$ cat src/rtl/regfile_pkg.sv
// Shared constants and types for the ALU register file.
// Optional macro REGFILE_ZERO_REG_EN (consumed by regfile_param) hardwires register 0 to zero.
package regfile_pkg;

    localparam int REGFILE_DATA_W = 16;
    localparam int REGFILE_ADDR_W = 3;

    typedef logic [REGFILE_ADDR_W-1:0] reg_addr_t;
    typedef logic [REGFILE_DATA_W-1:0] reg_data_t;

endpackage : regfile_pkg

$ cat src/rtl/regfile_word.sv
// One register-file word plus its busy (pending multicycle result) flag.
// A reservation in the same cycle as a load wins, so busy ends up set.
module regfile_word
    import regfile_pkg::*;
#(
    parameter int DATA_W = REGFILE_DATA_W
) (
    input  logic              clk,
    input  logic              reset,
    input  logic              load,
    input  logic              set_busy,
    input  logic [DATA_W-1:0] d_in,
    output logic [DATA_W-1:0] q,
    output logic              busy
);

    always_ff @(posedge clk or posedge reset) begin
        if (reset) begin
            q    <= '0;
            busy <= 1'b0;
        end else begin
            if (load) begin
                q <= d_in;
            end
            if (set_busy) begin
                busy <= 1'b1;
            end else if (load) begin
                busy <= 1'b0;
            end
        end
    end

endmodule : regfile_word

$ cat src/rtl/regfile_param.sv
// Parametrised 1W/2R register file with registered reads, write-first bypass and busy scoreboard.
// Define REGFILE_ZERO_REG_EN to make register 0 a constant zero that can never be reserved.
module regfile_param
    import regfile_pkg::*;
#(
    parameter int DATA_W = REGFILE_DATA_W,
    parameter int ADDR_W = REGFILE_ADDR_W
) (
    input  logic              clk,
    input  logic              reset,
    input  logic              wr,
    input  logic [ADDR_W-1:0] wr_addr,
    input  logic [DATA_W-1:0] d_in,
    input  logic              rd_en,
    input  logic [ADDR_W-1:0] rd_addr_a,
    input  logic [ADDR_W-1:0] rd_addr_b,
    input  logic              rsv,
    input  logic [ADDR_W-1:0] rsv_addr,
    output logic [DATA_W-1:0] d_out_a,
    output logic [DATA_W-1:0] d_out_b,
    output logic              busy_a,
    output logic              busy_b,
    output logic              rd_valid,
    output logic              busy_any
);

    localparam int DEPTH = 2 ** ADDR_W;

    logic [DATA_W-1:0] q       [DEPTH];
    logic [DATA_W-1:0] data_nx [DEPTH];
    logic [DEPTH-1:0]  busy_q;
    logic [DEPTH-1:0]  busy_nx;
    logic [DEPTH-1:0]  load;
    logic [DEPTH-1:0]  set;

    // data_nx/busy_nx are the post-edge word state; reading them gives write-first bypass.
    for (genvar i = 0; i < DEPTH; i++) begin : g_word
`ifdef REGFILE_ZERO_REG_EN
        localparam bit WRITABLE = (i != 0);
`else
        localparam bit WRITABLE = 1'b1;
`endif
        assign load[i]    = WRITABLE && wr  && (wr_addr  == ADDR_W'(i));
        assign set[i]     = WRITABLE && rsv && (rsv_addr == ADDR_W'(i));
        assign data_nx[i] = load[i] ? d_in : q[i];
        assign busy_nx[i] = set[i] | (busy_q[i] & ~load[i]);

        regfile_word #(
            .DATA_W (DATA_W)
        ) u_word (
            .clk      (clk),
            .reset    (reset),
            .load     (load[i]),
            .set_busy (set[i]),
            .d_in     (d_in),
            .q        (q[i]),
            .busy     (busy_q[i])
        );
    end

    assign busy_any = |busy_q;

    always_ff @(posedge clk or posedge reset) begin
        if (reset) begin
            d_out_a  <= '0;
            d_out_b  <= '0;
            busy_a   <= 1'b0;
            busy_b   <= 1'b0;
            rd_valid <= 1'b0;
        end else begin
            rd_valid <= rd_en;
            if (rd_en) begin
                d_out_a <= data_nx[rd_addr_a];
                d_out_b <= data_nx[rd_addr_b];
                busy_a  <= busy_nx[rd_addr_a];
                busy_b  <= busy_nx[rd_addr_b];
            end
        end
    end

endmodule : regfile_param

$ cat config.mk
export PLATFORM = sky130hd
export DESIGN_NAME = regfile_param
export DESIGN_NICKNAME = d
export VERILOG_FILES = /design/src/rtl/regfile_pkg.sv /design/src/rtl/regfile_word.sv /design/src/rtl/regfile_param.sv
export SDC_FILE = /design/constraint.sdc
export NUM_CORES = 1
export LEC_CHECK = 0
export ABC_AREA = 1
export BUFFER_PORTS_ARGS = -buffer_cell sky130_fd_sc_hd__buf_2
export CAP_MARGIN = 20
export CELL_PAD_IN_SITES_DETAIL_PLACEMENT = 1
export CELL_PAD_IN_SITES_GLOBAL_PLACEMENT = 1
export CORE_UTILIZATION = 48
export CTS_CLUSTER_DIAMETER = 50
export DETAILED_ROUTE_END_ITERATION = 8
export HOLD_SLACK_MARGIN = 0.03
export PLACE_DENSITY = 0.91
export SLEW_MARGIN = 15
export SYNTH_ARGS = -nofsm -noshare
export SYNTH_HDL_FRONTEND = slang
export SYNTH_HIERARCHICAL = 1
export SYNTH_SLANG_ARGS = --single-unit
export TNS_END_PERCENT = 5
$ cat constraint.sdc
create_clock -name clk -period 2.7 [get_ports clk]
set_input_delay 0.135 -clock clk [delete_from_list [all_inputs] [get_ports clk]]
set_output_delay 0.135 -clock clk [all_outputs]
set_load 0.02 [all_outputs]
# Word level (Yosys, flattened, before mapping)

Index checks and enable logic that the tools add are counted.

Register bits after elaboration: 171

Magnitude comparators: 4
Equal/unequal tests: 14
Mux-type cells: 34
Bitwise operators: 26
Reductions and logical operators: 27

Operators by type and width:

| operator           | number |
|---|---|
| $mux 16            | 12 |
| $bmux 16 s3        | 2 |
| $eq 3x3->1 const B | 8 |
| $mux 1             | 18 |
| $logic_and 1x1->1  | 16 |
| $reduce_bool 2->1  | 8 |
| $eq 3x2->1 const B | 4 |
| $and 1x1->1        | 8 |
| $ge 4x4->1 const B | 2 |
| $lt 3x4->1 const B | 2 |
| $not 1->1          | 8 |
| $not 3->4          | 2 |
| $or 1x1->1         | 8 |
| $reduce_or 8->1    | 1 |
| $bmux 1 s3         | 2 |
| $eq 3x1->1 const B | 2 |
| $logic_not 3->1    | 2 |

# Depth between registers and ports, before layout

Gate-level depths: netlist of run 1.

Depth in word-level cells: 7
Gate-level depth with buffers: 10
Mapped depth without buffers: 9

# Hierarchy

Netlist of run 1, hierarchy kept.

Modules (own cells, without submodules):

| module        | times used | cells each | area each (um^2) | sequential area each (um^2) |
|---|---|---|---|---|
| regfile_param | 1          | 1,042      | 5,467.7          | 875.8 |
| regfile_word  | 8          | 73         | 678.2            | 425.4 |

# Worst setup path after synthesis of run 1

OpenSTA, ideal clock, no wires.

Path kind: input-to-reg
Start: input port wr_addr[0]
End: register g_word[0].u_word.q[10]
Library setup time: 116 ps
Arrival time: 1,169 ps
Path slack: 1,414 ps
Stages on the path: 9
Path buffers: 3
Path through: nor2_2 -> nand2_1 -> buf_2 -> inv_1 -> buf_6 -> inv_8 -> buf_8 -> nand2_1 -> nand2_1

Cells in the longest elaborated chain, start to end: 3

RTL lines:

| item                 | RTL line            | RTL |
|---|---|---|
| start, declared      | regfile_param.sv:12 | `input logic [ADDR_W-1:0] wr_addr,` |
| $logic_not 3->1      | regfile_param.sv:43 | `assign load[i] = WRITABLE && wr && (wr_addr == ADDR_W'(i));` |
| $logic_and 1x1->1    | regfile_param.sv:43 |  |
| named net load[0]    | regfile_param.sv:33 | `logic [DEPTH-1:0] load;` |
| $mux 16              | --                  |  |
| end signal, assigned | regfile_word.sv:23  | `q <= d_in;` |
| end, declared        | regfile_word.sv:13  | `output logic [DATA_W-1:0] q,` |

The timed path passes the listed nets, and every way through them passes these cells.
A chain may end at the register's enable or synchronous reset.

# Worst setup path in the final report of run 1

Start: input port wr_addr[2]
End: register g_word[5].u_word.q[12]

Cells in the longest elaborated chain, start to end: 3

RTL lines:

| item                 | RTL line |
|---|---|
| $eq 3x3->1           | regfile_param.sv:43 |
| $logic_and 1x1->1    | regfile_param.sv:43 |
| named net load[5]    | regfile_param.sv:33 |
| $mux 16              | -- |
| end signal, assigned | regfile_word.sv:23 |
| end, declared        | regfile_word.sv:13 |

The timed path passes the listed nets, and every way through them passes these cells.

==> results of run 1 <==
[logic make-up (layout without fill, tap and decap cells)]
logic type / after synthesis / in the layout / synth area share [%]
buf+inv: 176 / 186 / 8.76
simple gates: 1279 / 1279 / 52.0
flops: 171 / 171 / 39.3
[worst max-delay path, delay by kind of cell]
family                 cells  cell delay (ps)
buffers and inverters      5             1360
AND/OR/NAND/NOR            4              620
[power by group through the flow]
stage	sequential [mW]	clock, mW	combinational [mW]
finish	3.35	2.56	2.16
CTS	3.34	2.57	2.11
floorplan	3.37	0	1.32
detailed placement	3.38	0	2.08
global placement	3.35	0	1.98
global route	3.39	2.65	2.35
[path summary, 6_finish.rpt]
kind / start / end / slack, ps / cells past startpoint
max: wr_addr[2] / g_word[5].u_word/q[12] / 870 / 9
min: d_in[12] / g_word[4].u_word/q[12] / 130 / 3
max reg2reg: g_word[4].u_word/q[14] / d_out_a[14] / 1300 / 6
min reg2reg: g_word[5].u_word/q[1] / g_word[5].u_word/q[1] / 480 / 2
max in group asynchronous: reset / g_word[2].u_word/q[0] / 1550 / 3
min in group asynchronous: reset / g_word[0].u_word/busy / 500 / 3
[layer usage]
metal	share of wire, %	up-vias
met2	43	734
met4	4.5	4
li1	-	5317
met1	41	6050
met5	0.053	-
met3	12	131
[cells in the mapped netlist]
cell type    n  area [um^2]
dfrtp_1    171         4280
nand2_2     45          282
buf_8        8          120
inv_1       39          146
inv_2        3         11.3
buf_1       23         86.3
clkinv_1     5         18.8
buf_6        8         90.1
buf_2       32          160
nor2_2       6         37.5
clkbuf_1    35          131
nand2_1    646         2420
nor2_4       1         11.3
nand3_1    574         2870
nor2_1       5         18.8
nor4_1       2         12.5
inv_8        8         90.1
buf_4       10         75.1
clkbuf_2     5         25.0
[per-stage QoR]
stage / hold WS (ps) / total power, mW
floorplan: 61.1 / 4.69
global placement: 415 / 5.32
detailed placement: 416 / 5.45
CTS: 126 / 8.01
global route: 155 / 8.40
finish: 133 / 8.08
[cell type report]
| class | count | area [um^2] |
|---|---|---|
| repair buffers | 99 | 613 |
| inverters | 55 | 267 |
| well taps | 280 | 350 |
| clock inverters | 11 | 134 |
| flip-flops and latches | 171 | 4280 |
| clock buffers | 21 | 450 |
| multi-input cells | 1279 | 5660 |
| fillers | 2939 | 10300 |
[state kept, by name (all words and copies together) (netlist names)]
signal and flops:
busy_a 1, busy_b 1, d_out_a 16, d_out_b 16, g_word.u_word/busy 8, g_word.u_word/q 128, rd_valid 1
==> results_dict.tcl, run 1 <==
set metrics [dict create \
    fin_nets 1656 \
    cts_num_sinks 171 \
    final_common_cell "nand2_1" \
    tightest_slew_ps 920 \
    crit_type "input pin to flop" \
    period_share_pct 67.7 \
    worstPathMaxFanout 18 \
    grt_max_degree 69 \
    antenna_found_initial 2 \
    syn_area_um2 10900 \
    endpoint_kind "flop" \
    synth_nets 1659 \
    wl_mm 46.7 \
    leakagePower_nw 6.11 \
    area_growth_pct 7.89 \
    cpMaxStageDelayCell "inv_1" \
    cts_max_path_buffers 2 \
    drt_first_pass_iters 7 \
    grt_util_met3_pct 11.6 \
    drive_gt1_share_pct 11.6 \
    combPwrFrac_pct 26.8 \
    synth_area_per_cell_um2 6.70 \
    cp_cell_sequence "buf_2 > nand2_1 > inv_2 > buf_4 > nand2_2 > inv_1 > inv_8 > nand2_1 > nand2_1" \
    fin_area_um2 11800 \
    drv_slew 0 \
    cp.required_ps 3010 \
    met2_usage_pct 59.3 \
    dpl.hpwl_mm 30.6 \
    cp.arrival_ps 2140 \
    remaining_drc_errors 9 \
    power.density_nw_per_um2 687 \
    grt_busiest_layer "met2" \
    die_w_um 153 \
    utilization_pct 53.4 \
    dieHeight_um 153 \
    clk_pin_slew_worst_paths_ps 70 \
    grt_use_total_pct 40.8 \
    setup_viol 0 \
    violations "design-rule violations" \
    grt_overflow_total 0 \
    status "finished, violations left" \
    netlist_instances 1626 \
    yosys_warnings 6 \
    holdBufCountCts 1 \
    seqPwrFrac_pct 41.5 \
    fin_crit_ps 1830 \
    ios 69 \
    die-area_um2 23300 \
    p_sw_mw 2.99 \
    final_cell_mix "nand2_1 (646), nand3_1 (574), dfrtp_1 (171), buf_2 (68), nand2_2 (45)" \
    n_antenna_cell 0 \
    gp_congestion 0.924 \
    io_buffers 68 \
    via_per_inst 6.39 \
    fin_ws_ps 873 \
    grt_pass1_vias 11989 \
    clock_skew_ps 9.07 \
    instances_no_fill 1916 \
    ys_ff_latch 171 \
    path_common_cell "nand2_1" \
    pre_cts_slack_ps 552 \
    cap_viol_max_count 0 \
    ant_nets 0 \
    vias 12236 \
    min_path_type "input pin to flop" \
    placed_cells 1883 \
    internal_power_mw 5.08 \
    cts.htree.levels 4 \
    cts_setup_buffers 0 \
    cts_tree "built" \
    rows 54 \
    route.detailed.wl_per_inst_um 24.4 \
    yosysSeqAreaShare_pct 39.3 \
    drt_iter0_markers 1700 \
    sw_frac_of_total_pct 37.1 \
    grt_setup_unrepaired "false" \
    ir_drop_mv 0.358 \
    dpl-instance-area_um2 11200 \
    clk_latency_ps 450 \
    initial_core_util_pct 49.5 \
    setup_tns_ps 0 \
    max_stage_delay_ps 560 \
    synth_cell_types 19 \
    cts_inserted_buffers 17 \
    grt_pass1_wl_mm 71.5 \
    max_freq_ghz 0.547 \
    cts_root_buf "clkbuf_16" \
    clkPwrFrac_pct 31.7 \
    grtUsageMet1_pct 55.7 \
    critPathLaunchType "input pin" \
    ctsResizeCount 0 \
    slew_headroom_pct 38.6 \
    coreArea_um2 22000 \
    hold_viol_final 0 \
]
Note: power is estimated with default switching activity, not from simulation.
==> run 2, diff against run 1 <==
--- a/config.mk
+++ b/config.mk
@@ -10,11 +10,11 @@
 export CAP_MARGIN = 20
 export CELL_PAD_IN_SITES_DETAIL_PLACEMENT = 1
 export CELL_PAD_IN_SITES_GLOBAL_PLACEMENT = 1
-export CORE_UTILIZATION = 48
+export CORE_UTILIZATION = 44
 export CTS_CLUSTER_DIAMETER = 50
 export DETAILED_ROUTE_END_ITERATION = 8
 export HOLD_SLACK_MARGIN = 0.03
-export PLACE_DENSITY = 0.91
+export PLACE_DENSITY = 0.85
 export SLEW_MARGIN = 15
 export SYNTH_ARGS = -nofsm -noshare
 export SYNTH_HDL_FRONTEND = slang
==> constraint.sdc (replaced) <==
create_clock -name clk -period 1.9 [get_ports clk]
set_input_delay 0.095 -clock clk [delete_from_list [all_inputs] [get_ports clk]]
set_output_delay 0.095 -clock clk [all_outputs]
set_load 0.02 [all_outputs]
==> results_dict.tcl, run 2 (synthesized netlist as in run 1, its figures left out) <==
set metrics [dict create \
    status "finished clean" \
    grt_setup_unrepaired "false" \
    ant_nets 0 \
    ios 69 \
    clock_skew_ps 13.4 \
    via_per_inst 6.23 \
    initial_core_util_pct 44.8 \
    max_stage_delay_ps 410 \
    wl_mm 48.3 \
    clk_latency_ps 450 \
    dieHeight_um 159 \
    grt_use_total_pct 38.6 \
    crit_type "flop to output pin" \
    pre_cts_slack_ps 165 \
    drt_iter0_markers 1673 \
    vias 12336 \
    max_freq_ghz 0.601 \
    die-area_um2 25400 \
    coreArea_um2 24300 \
    cp.arrival_ps 1570 \
    antenna_found_initial 0 \
    grt_pass1_vias 12207 \
    dpl-instance-area_um2 11500 \
    cp_cell_sequence "nor4_1 > nand2_1 > buf_2" \
    cts_inserted_buffers 17 \
    ctsResizeCount 0 \
    final_common_cell "nand2_1" \
    critPathLaunchType "flop" \
    ir_drop_mv 0.575 \
    power.density_nw_per_um2 971 \
    cp.required_ps 1800 \
    grt_overflow_total 0 \
    drt_first_pass_iters 7 \
    path_delay_family "simple AND/OR/NAND/NOR gates" \
    cts_root_buf "clkbuf_16" \
    grt_pass1_wl_mm 73.9 \
    fin_ws_ps 236 \
    cts_setup_buffers 0 \
    clk_pin_slew_worst_paths_ps 70 \
    grt_max_degree 69 \
    period_share_pct 87.6 \
    worstPathMaxFanout 3 \
    slew_headroom_pct 29.4 \
    reg.largest.list "g_word.u_word/q: 128 flops, d_out_a: 16 flops, d_out_b: 16 flops" \
    cpMaxStageDelayCell "dfrtp_1" \
    area_growth_pct 10.9 \
    die_w_um 159 \
    fin_area_um2 12100 \
    gp_congestion 0.943 \
    min_path_type "input pin to flop" \
    cp_num_buf_inv 1 \
    route.detailed.wl_per_inst_um 24.4 \
    hold_slack_ps 71.0 \
    cts_max_path_buffers 2 \
    remaining_drc_errors 0 \
    rows 57 \
    largest_register_ffs 128 \
    leakagePower_nw 6.26 \
    placed_cells 1947 \
    cts.htree.levels 4 \
    dpl.hpwl_mm 32.6 \
    final_cell_mix "nand2_1 (646), nand3_1 (574), dfrtp_1 (171), buf_2 (68), nand2_2 (45)" \
    hold_viol_final 0 \
    fin_nets 1676 \
    grt_busiest_layer "met2" \
    grtUsageMet1_pct 52.3 \
    n_antenna_cell 0 \
    cts_num_sinks 171 \
    setup_tns_ps 0 \
    met2_usage_pct 58.1 \
    cap_viol_max_count 0 \
    endpoint_kind "output pin" \
    setup_viol 0 \
    cts_tree "built" \
    regMostFlops "g_word.u_word/q" \
    tightest_slew_ps 1050 \
    drive_gt1_share_pct 12.7 \
    fin_crit_ps 1660 \
    instances_no_fill 1980 \
    drv_slew 0 \
    grt_util_met3_pct 8.54 \
    io_buffers 68 \
]
## run 2: cell count changes in the layout (fill, tap and decap cells not counted), sizes merged
| cell | before | now |
|---|---|---|
| bufinv | 2 | 3 |
| buf | 98 | 118 |
| inv | 54 | 57 |
| clkbuf | 21 | 19 |
| clkinvlp | 3 | 1 |
## run 2: worst paths after layout
kind / from / endpoint / slack [ps] / depth (start not counted)
hold reg to reg: g_word[0].u_word/q[1] / g_word[0].u_word/q[1] / 470 / 2
max in group asynchronous: reset / g_word[3].u_word/q[2] / 900 / 3
setup reg to reg: g_word[4].u_word/q[12] / d_out_a[12] / 540 / 6
min in group asynchronous: reset / g_word[2].u_word/busy / 180 / 3
setup / recovery: g_word[5].u_word/busy / busy_any / 240 / 3
hold / removal: d_in[4] / g_word[6].u_word/q[4] / 70 / 3
## run 2: power by group
| part | switching, mW | internal [mW] | leakage (nW) |
|---|---|---|---|
| registers | 0.587 | 4.29 | 2.13 |
| clock network | 1.68 | 2.11 | 0.297 |
| logic | 2.09 | 0.977 | 3.83 |
| total | 4.36 | 7.38 | 6.26 |
## run 2: timing repair
item | 4_1_cts | 5_1_grt
hold buffers | 1 | 0
hold endpoints to repair | 171 | 0
setup endpoints to repair | 0 | 0
## run 2: worst register-to-register path, cell delays in order (launching register included)
cell and delay [ps]:
dfrtp_1 410, nand2_1 140, nand3_1 160, nand3_1 130
nand3_1 190, nand3_1 160, nand2_1 60
## run 2: metal layers
metal	vias to the layer above	wire, um
li1	5362	-
met1	6004	18800
met2	828	21100
met3	142	5890
met4	0	2440
met5	-	0
## run 2: layout make-up
class,count,area (um^2)
Clock buffer,19,433
Inverter,55,267
Clock inverter,13,178
Multi-Input combinational cell,1279,5660
Fill cell,3196,12200
Sequential cell,171,4280
Tap cell,324,405
Timing Repair Buffer,119,863
## run 2: metrics by stage
step           utilization [%]  power (mW)
2_1_floorplan                -        6.67
3_3_place_gp              47.1        7.69
3_5_place_dp              47.1        7.85
4_1_cts                   49.7        11.7
5_1_grt                   49.7        12.2
6_report                  49.7        11.7
